$ cat src/rtl/therm_pkg.sv
// Shared thermometer/binary types for the locking-loop return path.
// Used by therm2bin_sync and by bin2therm users.
package therm_pkg;

   localparam int N_BIN   = 5;
   localparam int N_THERM = 2**N_BIN - 1;

   typedef logic [N_THERM-1:0] therm_t;
   typedef logic [N_BIN-1:0]   bin_t;

   // A clean thermometer code is a contiguous run of ones starting at bit 0,
   // so adding one to it produces a value with no bits in common.
   function automatic logic is_therm(input therm_t t);
      return (t & (t + therm_t'(1))) == '0;
   endfunction

endpackage

$ cat src/rtl/therm_popcount.sv
// Combinational population count of a thermometer-width word.
// Balanced adder tree: pairs of bits, then pairs of partial sums.
module therm_popcount
   import therm_pkg::*;
(
   input  therm_t therm,
   output bin_t   bin_val
);

   logic [31:0]      bits;
   logic [1:0]       l1 [16];
   logic [2:0]       l2 [8];
   logic [3:0]       l3 [4];
   logic [N_BIN-1:0] l4 [2];

   // Reduce 32 bits (31 plus a zero pad) through four levels of pairwise sums.
   always_comb begin
      bits = {1'b0, therm};
      for (int k = 0; k < 16; k++) l1[k] = {1'b0, bits[2*k]} + {1'b0, bits[2*k+1]};
      for (int k = 0; k < 8; k++)  l2[k] = {1'b0, l1[2*k]} + {1'b0, l1[2*k+1]};
      for (int k = 0; k < 4; k++)  l3[k] = {1'b0, l2[2*k]} + {1'b0, l2[2*k+1]};
      for (int k = 0; k < 2; k++)  l4[k] = {1'b0, l3[2*k]} + {1'b0, l3[2*k+1]};
      // Total never exceeds 31 because the pad bit is zero, so 5 bits suffice.
      bin_val = l4[0] + l4[1];
   end

endmodule

$ cat src/rtl/therm2bin_sync.sv
// Registered thermometer-to-binary decoder with 3-bit majority bubble
// correction, a per-sample bubble flag and a code-stability indicator.
// Three register stages: capture, correct, decode/output.
// Optional build macro THERM2BIN_HYST_EN adds output hysteresis: the held
// output only moves on a jump of 2 or more, or on two consecutive identical
// decodes.
module therm2bin_sync
   import therm_pkg::*;
#(
   parameter int STABLE_CNT = 8
) (
   input  logic   clk,
   input  logic   rstn,
   input  logic   in_valid,
   input  therm_t in,
   output logic   out_valid,
   output bin_t   out,
   output logic   bubble_err,
   output logic   stable
);

   localparam logic [7:0] SC = 8'(STABLE_CNT);

   function automatic logic maj3(input logic a, input logic b, input logic c);
      return (a & b) | (a & c) | (b & c);
   endfunction

   // pipeline control
   logic v1_q, v1_d, v2_q, v2_d;
   // pipeline data
   therm_t t1_q, t1_d, c_q, c_d;
   logic   e_q, e_d;
   // output / stability state
   bin_t       out_q, out_d, dec, new_out;
   logic       ovld_q, ovld_d, bub_q, bub_d, stable_q, stable_d;
   logic [7:0] cnt_q, cnt_d;
   logic [N_THERM+1:0] ext;

`ifdef THERM2BIN_HYST_EN
   bin_t last_dec_q, last_dec_d;
   logic have_dec_q, have_dec_d;
   logic big_step;
`endif

   // Stage 1: capture the input word on valid, otherwise hold it.
   always_comb begin
      v1_d = in_valid;
      t1_d = in_valid ? in : t1_q;
   end

   // Stage 2: majority-correct each bit against its neighbours; bit -1 is
   // treated as 1 and bit 31 as 0 so the code edges are never "corrected".
   always_comb begin
      ext = {1'b0, t1_q, 1'b1};
      c_d = '0;
      for (int i = 0; i < N_THERM; i++) c_d[i] = maj3(ext[i], ext[i+1], ext[i+2]);
      e_d  = |(t1_q[N_THERM-1:1] & ~t1_q[N_THERM-2:0]);
      v2_d = v1_q;
   end

   therm_popcount u_popcount (
      .therm   (c_q),
      .bin_val (dec)
   );

   // Stage 3: choose the new output value (hysteresis optional) and update
   // the stability counter on valid samples only.
   always_comb begin
`ifdef THERM2BIN_HYST_EN
      big_step   = (dec > out_q) ? ((dec - out_q) >= bin_t'(2)) : ((out_q - dec) >= bin_t'(2));
      new_out    = (big_step || (have_dec_q && dec == last_dec_q)) ? dec : out_q;
      last_dec_d = v2_q ? dec : last_dec_q;
      have_dec_d = have_dec_q | v2_q;
`else
      new_out = dec;
`endif
      ovld_d   = v2_q;
      out_d    = out_q;
      bub_d    = bub_q;
      cnt_d    = cnt_q;
      stable_d = stable_q;
      if (v2_q) begin
         out_d = new_out;
         bub_d = e_q;
         if (cnt_q == 8'd0 || new_out != out_q) cnt_d = 8'd1;
         else if (cnt_q >= SC)                  cnt_d = SC;
         else                                   cnt_d = cnt_q + 8'd1;
         stable_d = (cnt_d == SC);
      end
   end

   // Control and output state: cleared asynchronously so in-flight samples die.
   always_ff @(posedge clk or negedge rstn) begin
      if (!rstn) begin
         v1_q       <= 1'b0;
         v2_q       <= 1'b0;
         ovld_q     <= 1'b0;
         out_q      <= '0;
         bub_q      <= 1'b0;
         cnt_q      <= 8'd0;
         stable_q   <= 1'b0;
`ifdef THERM2BIN_HYST_EN
         last_dec_q <= '0;
         have_dec_q <= 1'b0;
`endif
      end else begin
         v1_q       <= v1_d;
         v2_q       <= v2_d;
         ovld_q     <= ovld_d;
         out_q      <= out_d;
         bub_q      <= bub_d;
         cnt_q      <= cnt_d;
         stable_q   <= stable_d;
`ifdef THERM2BIN_HYST_EN
         last_dec_q <= last_dec_d;
         have_dec_q <= have_dec_d;
`endif
      end
   end

   // Datapath registers: qualified by the valid bits, so no reset needed.
   always_ff @(posedge clk) begin
      t1_q <= t1_d;
      c_q  <= c_d;
      e_q  <= e_d;
   end

   assign out_valid  = ovld_q;
   assign out        = out_q;
   assign bubble_err = bub_q;
   assign stable     = stable_q;

endmodule

$ cat config.mk
export PLATFORM = sky130hd
export DESIGN_NAME = therm2bin_sync
export DESIGN_NICKNAME = d
export VERILOG_FILES = /design/src/rtl/therm_pkg.sv /design/src/rtl/therm_popcount.sv /design/src/rtl/therm2bin_sync.sv
export SDC_FILE = /design/constraint.sdc
export NUM_CORES = 1
export LEC_CHECK = 0
export ABC_CLOCK_PERIOD_IN_PS = 6550
export BUFFER_PORTS_ARGS = -buffer_cell sky130_fd_sc_hd__buf_2
export CAP_MARGIN = 20
export CORE_UTILIZATION = 58
export CTS_CLUSTER_SIZE = 16
export DETAILED_ROUTE_END_ITERATION = 12
export GPL_ROUTABILITY_DRIVEN = 0
export PLACE_DENSITY = 0.79
export SYNTH_ARGS = -nofsm -noshare
export SYNTH_HDL_FRONTEND = slang
export SYNTH_HIERARCHICAL = 1
export SYNTH_SLANG_ARGS = --single-unit
$ cat constraint.sdc
create_clock -name clk -period 6.55 [get_ports clk]
set_input_delay 1.31 -clock clk [delete_from_list [all_inputs] [get_ports clk]]
set_output_delay 1.31 -clock clk [all_outputs]
set_load 0.01 [all_outputs]
; Word-level counts from Yosys, hierarchy flattened
; Index checks and enable logic that the tools add are counted.
[word_totals]
ff_bits = 81
in_bits = 34
output_inout_bits = 8
elab_cells = 171
[classes]
add_sub_neg = 31
n_lt_le_gt_ge = 1
eq_ne = 2
n_mux = 3
bitwise = 121
n_reduce_logical = 3
[op_table]
columns = cell, n
row1 = 1-bit bitwise OR, 60
row2 = 1-bit AND, 59
row3 = 1-bit by 1-bit adder with 2-bit output, 15
row4 = 30-bit AND, 1
row5 = 30-bit NOT, 1
row6 = 30-bit OR reduction, 1
row7 = 8-bit two-way mux, 3
row8 = 2-bit by 2-bit adder with 3-bit output, 7
row9 = 3-bit by 3-bit adder with 4-bit output, 4
row10 = 4-bit by 4-bit adder with 5-bit output, 2
row11 = "8-bit by 1-bit adder with 8-bit output, second input constant", 1
row12 = "8-bit by 4-bit == test with 1-bit output, second input constant", 1
row13 = "8-bit by 4-bit >= comparator with 1-bit output, second input constant", 1
row14 = 8-bit zero test, 1
row15 = 5-bit adder, 1
row16 = 5-bit != test, 1
row17 = 2-bit by 1-bit adder with 3-bit output, 1
row18 = 1-bit logical OR, 1

; Logic depth before layout (Yosys ltp)
; Gate-level depths: netlist of the first run.
[logic_depth]
depth_word = 10
depth_mapped = 20
depth_no_buf = 20

; Hierarchy
; The synthesis of the first run kept the hierarchy.
[modules_own_cells]
columns = module, n_inst, cells_per_inst, area_each_um2, seq_area_each_um2
row1 = therm2bin_sync, 1, 204, 2872.8, 2021.9
row2 = therm_popcount, 1, 89, 794.5, 0.0

; Worst setup path before layout of the first run
; OpenSTA, ideal clock, no wires.
[synth_path]
path_kind = reg2reg
startpoint = register c_q[17]
endpoint = register cnt_q[0]
arrival_ns = 5.152
path_slack_ns = 1.267
path_stages_with_launch = 18
synth_period_minus_slack_ns = 5.283
cell_sequence = dfxtp_1 -> fa_1 -> inv_1 -> fa_1 -> inv_1 -> fa_1 -> inv_1 -> fa_1 -> fa_1 -> fa_1 -> fa_1 -> fa_1 -> nand2b_1 -> a21oi_2 -> xor2_1 -> xnor2_1 -> and2_1 -> a31oi_1
[synth_via]
elab_chain_cells = 9
[synth_lines]
columns = item, line_no
row1 = start: declaration, therm2bin_sync.sv:31  ; therm_t t1_q, t1_d, c_q, c_d;
row2 = start signal: assignment, therm2bin_sync.sv:124  ; c_q <= c_d;
row3 = 1-bit by 1-bit adder with 2-bit output, therm_popcount.sv:19  ; for (int k = 0; k < 16; k++) l1[k] = {1'b0, bits[2*k]} + {1'b0, bits[2*k+1]};
row4 = 2-bit by 2-bit adder with 3-bit output, therm_popcount.sv:20  ; for (int k = 0; k < 8; k++) l2[k] = {1'b0, l1[2*k]} + {1'b0, l1[2*k+1]};
row5 = 3-bit by 3-bit adder with 4-bit output, therm_popcount.sv:21  ; for (int k = 0; k < 4; k++) l3[k] = {1'b0, l2[2*k]} + {1'b0, l2[2*k+1]};
row6 = 4-bit by 4-bit adder with 5-bit output, therm_popcount.sv:22  ; for (int k = 0; k < 2; k++) l4[k] = {1'b0, l3[2*k]} + {1'b0, l3[2*k+1]};
row7 = 5-bit adder, therm_popcount.sv:24  ; bin_val = l4[0] + l4[1];
row8 = named net dec[4], therm2bin_sync.sv:34  ; bin_t out_q, out_d, dec, new_out;
row9 = 5-bit != test, therm2bin_sync.sv:85  ; if (cnt_q == 8'd0 || new_out != out_q) cnt_d = 8'd1;
row10 = 1-bit logical OR, therm2bin_sync.sv:85
row11 = 8-bit two-way mux, therm2bin_sync.sv:85
row12 = 8-bit two-way mux, therm2bin_sync.sv:82  ; if (v2_q) begin
row13 = end signal: assignment, therm2bin_sync.sv:112  ; cnt_q <= cnt_d;
row14 = end: declaration, therm2bin_sync.sv:36  ; logic [7:0] cnt_q, cnt_d;
; The timed path passes the listed nets, and every way through them passes these cells. The select of a mux whose other input is x is not followed.
; A chain may end at the register's enable or synchronous reset.

; Worst setup path in the final report of the first run
; Ends and elaborated chain as after synthesis.

==> results of run 1 <==
[sequential cells by signal, summed over array words and instances, names as in the netlist]
name and cells:
bubble_err 1, e_q 1, c_q 31, ovld_d 1
cnt_q 8, t1_q 31, out 5, v1_q 1
out_valid 1, stable 1
[cells by family after synthesis]
| kind of cell | after synthesis | synth area share [%] |
|---|---|---|
| mux | 7 | 2.12 |
| simple gates | 53 | 8.19 |
| xor+xnor | 8 | 1.91 |
| buf+inv | 62 | 6.38 |
| compound gates | 28 | 4.64 |
| flops | 81 | 55.1 |
| fa+ha+maj | 54 | 21.6 |
[synth_stat cells]
master / count / area, um2
sky130_fd_sc_hd__inv_1: 60 / 225
sky130_fd_sc_hd__dfxtp_1: 32 / 641
sky130_fd_sc_hd__edfxtp_1: 31 / 931
sky130_fd_sc_hd__fa_1: 23 / 460
sky130_fd_sc_hd__maj3_1: 22 / 220
sky130_fd_sc_hd__nor2_1: 19 / 71.3
sky130_fd_sc_hd__dfrtp_1: 18 / 450
sky130_fd_sc_hd__a21oi_1: 12 / 60.1
sky130_fd_sc_hd__ha_1: 9 / 113
sky130_fd_sc_hd__and2_1: 6 / 37.5
sky130_fd_sc_hd__mux2_2: 6 / 67.6
sky130_fd_sc_hd__nand2_1: 6 / 22.5
sky130_fd_sc_hd__xor2_1: 6 / 52.6
sky130_fd_sc_hd__nand2b_1: 5 / 31.3
sky130_fd_sc_hd__o22ai_1: 5 / 31.3
sky130_fd_sc_hd__nor4_1: 4 / 25.0
sky130_fd_sc_hd__nand4_1: 3 / 18.8
sky130_fd_sc_hd__nor2b_1: 3 / 18.8
sky130_fd_sc_hd__a22o_1: 2 / 17.5
sky130_fd_sc_hd__o21ai_0: 2 / 10.0
sky130_fd_sc_hd__o21ai_1: 2 / 10.0
sky130_fd_sc_hd__xnor2_1: 2 / 17.5
sky130_fd_sc_hd__a21oi_2: 1 / 8.76
sky130_fd_sc_hd__a31o_2: 1 / 8.76
sky130_fd_sc_hd__a31oi_1: 1 / 6.26
sky130_fd_sc_hd__a41oi_1: 1 / 8.76
sky130_fd_sc_hd__buf_2: 1 / 5.00
sky130_fd_sc_hd__clkbuf_1: 1 / 3.75
sky130_fd_sc_hd__mux2i_1: 1 / 10.0
sky130_fd_sc_hd__nand3_1: 1 / 5.00
sky130_fd_sc_hd__nor2b_2: 1 / 8.76
sky130_fd_sc_hd__nor3_4: 1 / 16.3
sky130_fd_sc_hd__nor4_4: 1 / 21.3
sky130_fd_sc_hd__o2111ai_1: 1 / 8.76
sky130_fd_sc_hd__or2_2: 1 / 6.26
sky130_fd_sc_hd__or3_1: 1 / 6.26
sky130_fd_sc_hd__or3_4: 1 / 11.3
[worst max path at each step]
stage / startpoint / slack [ns] / cells after the start / endpoint
after detailed placement: c_q[17] / 0.98 / 17 / cnt_q[0]
final: c_q[17] / 0.97 / 17 / cnt_q[0]
after CTS: c_q[17] / 0.96 / 17 / cnt_q[0]
after global placement: c_q[17] / 1.13 / 17 / cnt_q[0]
after global routing: c_q[17] / 0.66 / 17 / cnt_q[0]
after floorplan: c_q[17] / 1.27 / 17 / cnt_q[0]
[metal layers]
layer  up-vias  global-route usage (%)  share of wire (%)
met5         -                       0                  0
met4         0                    9.46                1.9
met3        12                    5.33                3.5
met2        49                    35.3                 51
met1       977                    24.0                 43
li1       1056                       -                  -
[layout make-up]
class / count / area (um2)
flip-flops and latches: 81 / 2020
inverters: 60 / 225
well taps: 75 / 93.8
multi-input cells: 150 / 1410
clock inverters: 7 / 118
clock buffers: 9 / 124
repair buffers: 41 / 205
fillers: 441 / 1830
[stage by stage]
stage / hold WS, ns / instance area, um2 / util (%) / instances
2_1_floorplan: 0.331 / 3670 / - / 293
3_3_place_gp: 0.333 / 3960 / 65.7 / 407
3_5_place_dp: 0.342 / 3960 / 65.7 / 407
4_1_cts: 0.363 / 4200 / 69.7 / 423
5_1_grt: 0.375 / 4200 / 69.7 / 423
6_report: 0.360 / 4200 / 69.7 / 423
==> out/metrics.cfg, run 1 <==
[timing]
slew_headroom_pct = 56.1
fmax_mhz = 179
final-hold-violation-count = 0
fin_worst_skew_ns = 0.00566
setup_viol = 0
slew_viol_final = 0
setup_tns_final_ns = 0
final.setup.worst_slack_ns = 0.973
period_needed_ns = 5.58
timing.final.crit_share_pct = 85.1
rsz0062_at_grt = false
worst-slew-pin-transition_ns = 0.658

[clock_tree]
path_clk_slew_ns = 0.08
cts_hold_repair.buffers = 0
cts.repair.resized = 0
cts.repair_timing.setup_buffer_count = 0
cts.root.buffer_cell = sky130_fd_sc_hd__clkbuf_8
insertion_delay_ns = 0.35
total_clock_sinks = 81
tritoncts_clock_tree = yes
clock_buffers_created_by_tritoncts = 9
cts_buffer_depth = 2
ctsHtreeMaxLevel = 3

[critical_path]
slowest_stage = sky130_fd_sc_hd__fa_1
worst-path-max-fanout = 4
setup.worst_path.end_class = flip-flop
timing.rr.start = c_q[17]
setup.worst_path.start_class = flip-flop
timing.rr.end = cnt_q[0]
crit_path_frequent_cell = sky130_fd_sc_hd__fa_1
ff2ff_path_depth = 17
path_cells = fa_1 -> inv_1 -> fa_1 -> inv_1 -> fa_1 -> inv_1 -> fa_1 -> fa_1 -> fa_1 -> fa_1 -> fa_1 -> nand2b_1 -> a21oi_2 -> xor2_1 -> xnor2_1 -> and2_1 -> a31oi_1
ff2ff_setup_slack_ns = 0.97
worst-endpoint-arrival_ns = 5.78
critical_path_buffer_and_inverter_count = 3
crit_required_ns = 6.75
timing_worst_setup_path_type = reg -> reg
cp_top_delay_family = adder cells
slowest_delay_ns = 0.54

[detailed_routing]
detailedRoute.firstIterationViolations = 66
antenna_violating_nets_post_route = 0
avgViaCountPerCell = 4.95
via_count = 2094
totalWireLength_um = 5760
route.detailed.drc = 0
drt_pre_antenna_iters = 5
detail_route.wl_per_cell_um = 13.6

[finish]
flow.area_growth_from_synthesis_pct = 14.5
inserted_diodes = 0
mostFrequentLayoutCell = sky130_fd_sc_hd__inv_1
drive_above_1_share_pct = 20.1
num-nets-final = 409
layout_common_cells = sky130_fd_sc_hd__inv_1 (60), sky130_fd_sc_hd__buf_2 (41), sky130_fd_sc_hd__dfxtp_1 (32)

[synthesis]
synth.ff_latch_count = 81
synth.yosys.warnings = 6
syn-cell-area_um2 = 3670
synth.avg_cell_area_um2 = 12.5
synth-seq-area-share_pct = 55.1
synthesized_net_count = 359
synthDistinctLibCells = 37
postSynthCellCount = 293

[outcome]
outcome = finished clean

[flow_run]
max_cap_viol_count = 0

[floorplan]
fp.dieW_um = 81.5
rows = 28
core_area_um2 = 6030
boundaryPins = 42
floorplan.die.height_um = 81.5
design.die.area_um2 = 6640
effective_utilization_at_floorplan_pct = 60.9

[placement]
buffers_added_on_ports = 41
pre_cts_slack_ns = 0.984
place.detailed.hpwl_um = 4350

[hold_path]
worst_hold_path_type = reg -> reg
timing.hold.worst_path_depth = 0
worst_hold_path_startpoint = v1_q
whs_endpoint = ovld_d

[global_route]
vias_in_the_first_global_route = 2145
grtUsageTotal_pct = 20.5
overflow = 0
grt_start_max_net_pins = 33
grt_first_pass_wirelength_um = 9650
antenna_found_initial = 0

Power of run 1 is not shown: default switching activity piles up to over one toggle a cycle in this logic, so the estimate is an artifact.
==> run 2: changes to the inputs <==
- CORE_ASPECT_RATIO: not set -> 1.75
- CORE_MARGIN: not set -> 4
==> out/metrics.cfg, run 2 (same netlist as run 1, synthesis figures left out) <==
[detailed_routing]
totalWireLength_um = 5670  ; -1.5%
via_count = 2138  ; +2.1%
detail_route.wl_per_cell_um = 13.3  ; -2.6%
route.detailed.drc = 0  ; unchanged
detailedRoute.firstIterationViolations = 76  ; +15%
antenna_violating_nets_post_route = 0  ; unchanged
avgViaCountPerCell = 5.00  ; +0.91%
drt_pre_antenna_iters = 5  ; unchanged

[clock_tree]
cts.root.buffer_cell = sky130_fd_sc_hd__clkbuf_8
cts.repair.resized = 0  ; unchanged
ctsHtreeMaxLevel = 3  ; unchanged
cts.repair_timing.setup_buffer_count = 0  ; unchanged
tritoncts_clock_tree = yes
insertion_delay_ns = 0.36  ; about the same
cts_buffer_depth = 2  ; unchanged
clock_buffers_created_by_tritoncts = 9  ; unchanged
path_clk_slew_ns = 0.08  ; about the same
total_clock_sinks = 81  ; unchanged
cts_hold_repair.buffers = 0  ; unchanged

[finish]
layoutNonFillerInstCount = 428  ; +1.2%
mostFrequentLayoutCell = sky130_fd_sc_hd__inv_1
inserted_diodes = 0  ; unchanged
layout_common_cells = sky130_fd_sc_hd__inv_1 (60), sky130_fd_sc_hd__buf_2 (41), sky130_fd_sc_hd__dfxtp_1 (32)
multiInputGateArea_um2 = 1410  ; unchanged
finalInstanceArea_um2 = 4160  ; -1.0%
layout.area.seq_um2 = 2020  ; unchanged
num-nets-final = 409  ; unchanged
biggestRegsByFlops = c_q (31), t1_q (31), cnt_q (8)
flow.area_growth_from_synthesis_pct = 13.3
layout.filler_cells = 483  ; +9.5%
drive_above_1_share_pct = 19.8  ; -0.29 points

[timing]
period_needed_ns = 5.59  ; +0.0165 ns
final-hold-violation-count = 0  ; unchanged
timing.final.crit_share_pct = 85.4  ; +0.25 points
fmax_mhz = 179  ; -0.30%
setup_viol = 0  ; unchanged
slew_viol_final = 0  ; unchanged
worst-slew-pin-transition_ns = 0.639  ; -0.0195 ns
fin_worst_skew_ns = 0.0103  ; +0.00462 ns
slew_headroom_pct = 57.4  ; +1.3 points
setup_tns_final_ns = 0  ; unchanged
rsz0062_at_grt = false

[global_route]
overflow = 0  ; unchanged
grt_start_max_net_pins = 33  ; unchanged
grtUsageTotal_pct = 17.7  ; -2.8 points
vias_in_the_first_global_route = 2215  ; +3.3%
grt_first_pass_wirelength_um = 9780  ; +1.3%
antenna_found_initial = 0  ; unchanged

[placement]
placed_area_um2 = 3960  ; +0.16%
placedCellCount = 412  ; +1.2%
buffers_added_on_ports = 41  ; unchanged
place.detailed.hpwl_um = 4510  ; +3.9%

[critical_path]
ff2ff_setup_slack_ns = 0.96  ; -0.02 ns
setup.worst_path.end_class = flip-flop
crit_required_ns = 6.76  ; about the same
slowest_stage = sky130_fd_sc_hd__fa_1
timing_worst_setup_path_type = reg -> reg
ff2ff_path_depth = 17  ; unchanged
cp_top_delay_family = adder cells
slowest_delay_ns = 0.55  ; about the same
timing.rr.end = cnt_q[0]
setup.worst_path.start_class = flip-flop
worst-endpoint-arrival_ns = 5.81  ; +0.03 ns
path_cells = fa_1 -> inv_1 -> fa_1 -> inv_1 -> fa_1 -> inv_1 -> fa_1 -> fa_1 -> fa_1 -> fa_1 -> fa_1 -> nand2b_1 -> a21oi_2 -> xor2_1 -> xnor2_1 -> and2_1 -> a31oi_1
critical_path_buffer_and_inverter_count = 3  ; unchanged
crit_path_frequent_cell = sky130_fd_sc_hd__fa_1
timing.rr.start = c_q[17]
worst-path-max-fanout = 4  ; unchanged

[floorplan]
design.die.area_um2 = 7710  ; +16%
floorplan.die.height_um = 113  ; +39%
effective_utilization_at_floorplan_pct = 59.3  ; -1.5 points
core_area_um2 = 6180  ; +2.6%
rows = 38  ; +36%
boundaryPins = 42  ; unchanged
fp.dieW_um = 68.1  ; -16%

[hold_path]
worst_hold_path_startpoint = v1_q
whs_endpoint = ovld_d
worst_hold_path_type = reg -> reg
timing.hold.worst_path_depth = 0  ; unchanged

[flow_run]
max_cap_viol_count = 0  ; unchanged

[outcome]
outcome = finished clean

-- run 2: cell types whose count changed in the layout (fill, tap and decap cells not counted) --
cell                         change
sky130_fd_sc_hd__clkbuf_8        +1
sky130_fd_sc_hd__clkinvlp_4      +2
sky130_fd_sc_hd__clkinv_4        -1
sky130_fd_sc_hd__bufinv_16       -3
sky130_fd_sc_hd__inv_6           -1
sky130_fd_sc_hd__clkbuf_16       +1
sky130_fd_sc_hd__clkbuf_1        +1
-- run 2: cell type report --
cell class / instances / area share, %
clock buffer: 12 / 4.00
clock inverter: 4 / 0.602
inverter: 60 / 5.42
multi-input combinational: 150 / 34.0
sequential: 81 / 48.7
tap: 80 / 2.41
timing repair buffer: 41 / 4.94
-- run 2: per-layer routing --
metal  vias to the layer above  global-route usage [%]  part of all wire (%)
met5                         -                       0                     0
met4                         0                    9.56                   2.9
met3                        15                    4.47                   4.7
met2                        58                    31.6                    59
met1                      1009                    18.0                    33
li1                       1056                       -                     -
-- run 2: worst max path at each step --
stage,start,to,slack [ns],cells after the start
finish,c_q[17],cnt_q[0],0.96,17
floorplan,c_q[17],cnt_q[0],1.27,17
detailed placement,c_q[17],cnt_q[0],0.95,17
CTS,c_q[17],cnt_q[0],0.94,17
global placement,c_q[17],cnt_q[0],1.08,17
global route,c_q[17],cnt_q[0],0.69,17
-- run 2: worst reg2reg max path: cells and delay by family (launching register included) --
kind / cells / cell delay (ns)
xor gates and xnor gates: 2 / 0.41
and+or+nand+nor: 2 / 0.41
AOI/OAI and AO/OA: 2 / 0.23
adders and majority gates: 8 / 3.91
buffers and inverters: 3 / 0.17
DFF: 1 / 0.32
-- run 2: per-stage QoR --
stage	setup slack, ns	hold WS, ns	util (%)
CTS	0.944	0.355	67.2
detailed placement	0.948	0.337	64.1
finish	0.956	0.355	67.2
global route	0.687	0.357	67.2
floorplan	1.27	0.331	-
global placement	1.08	0.333	64.1
Power of run 2 is left out for the same reason.
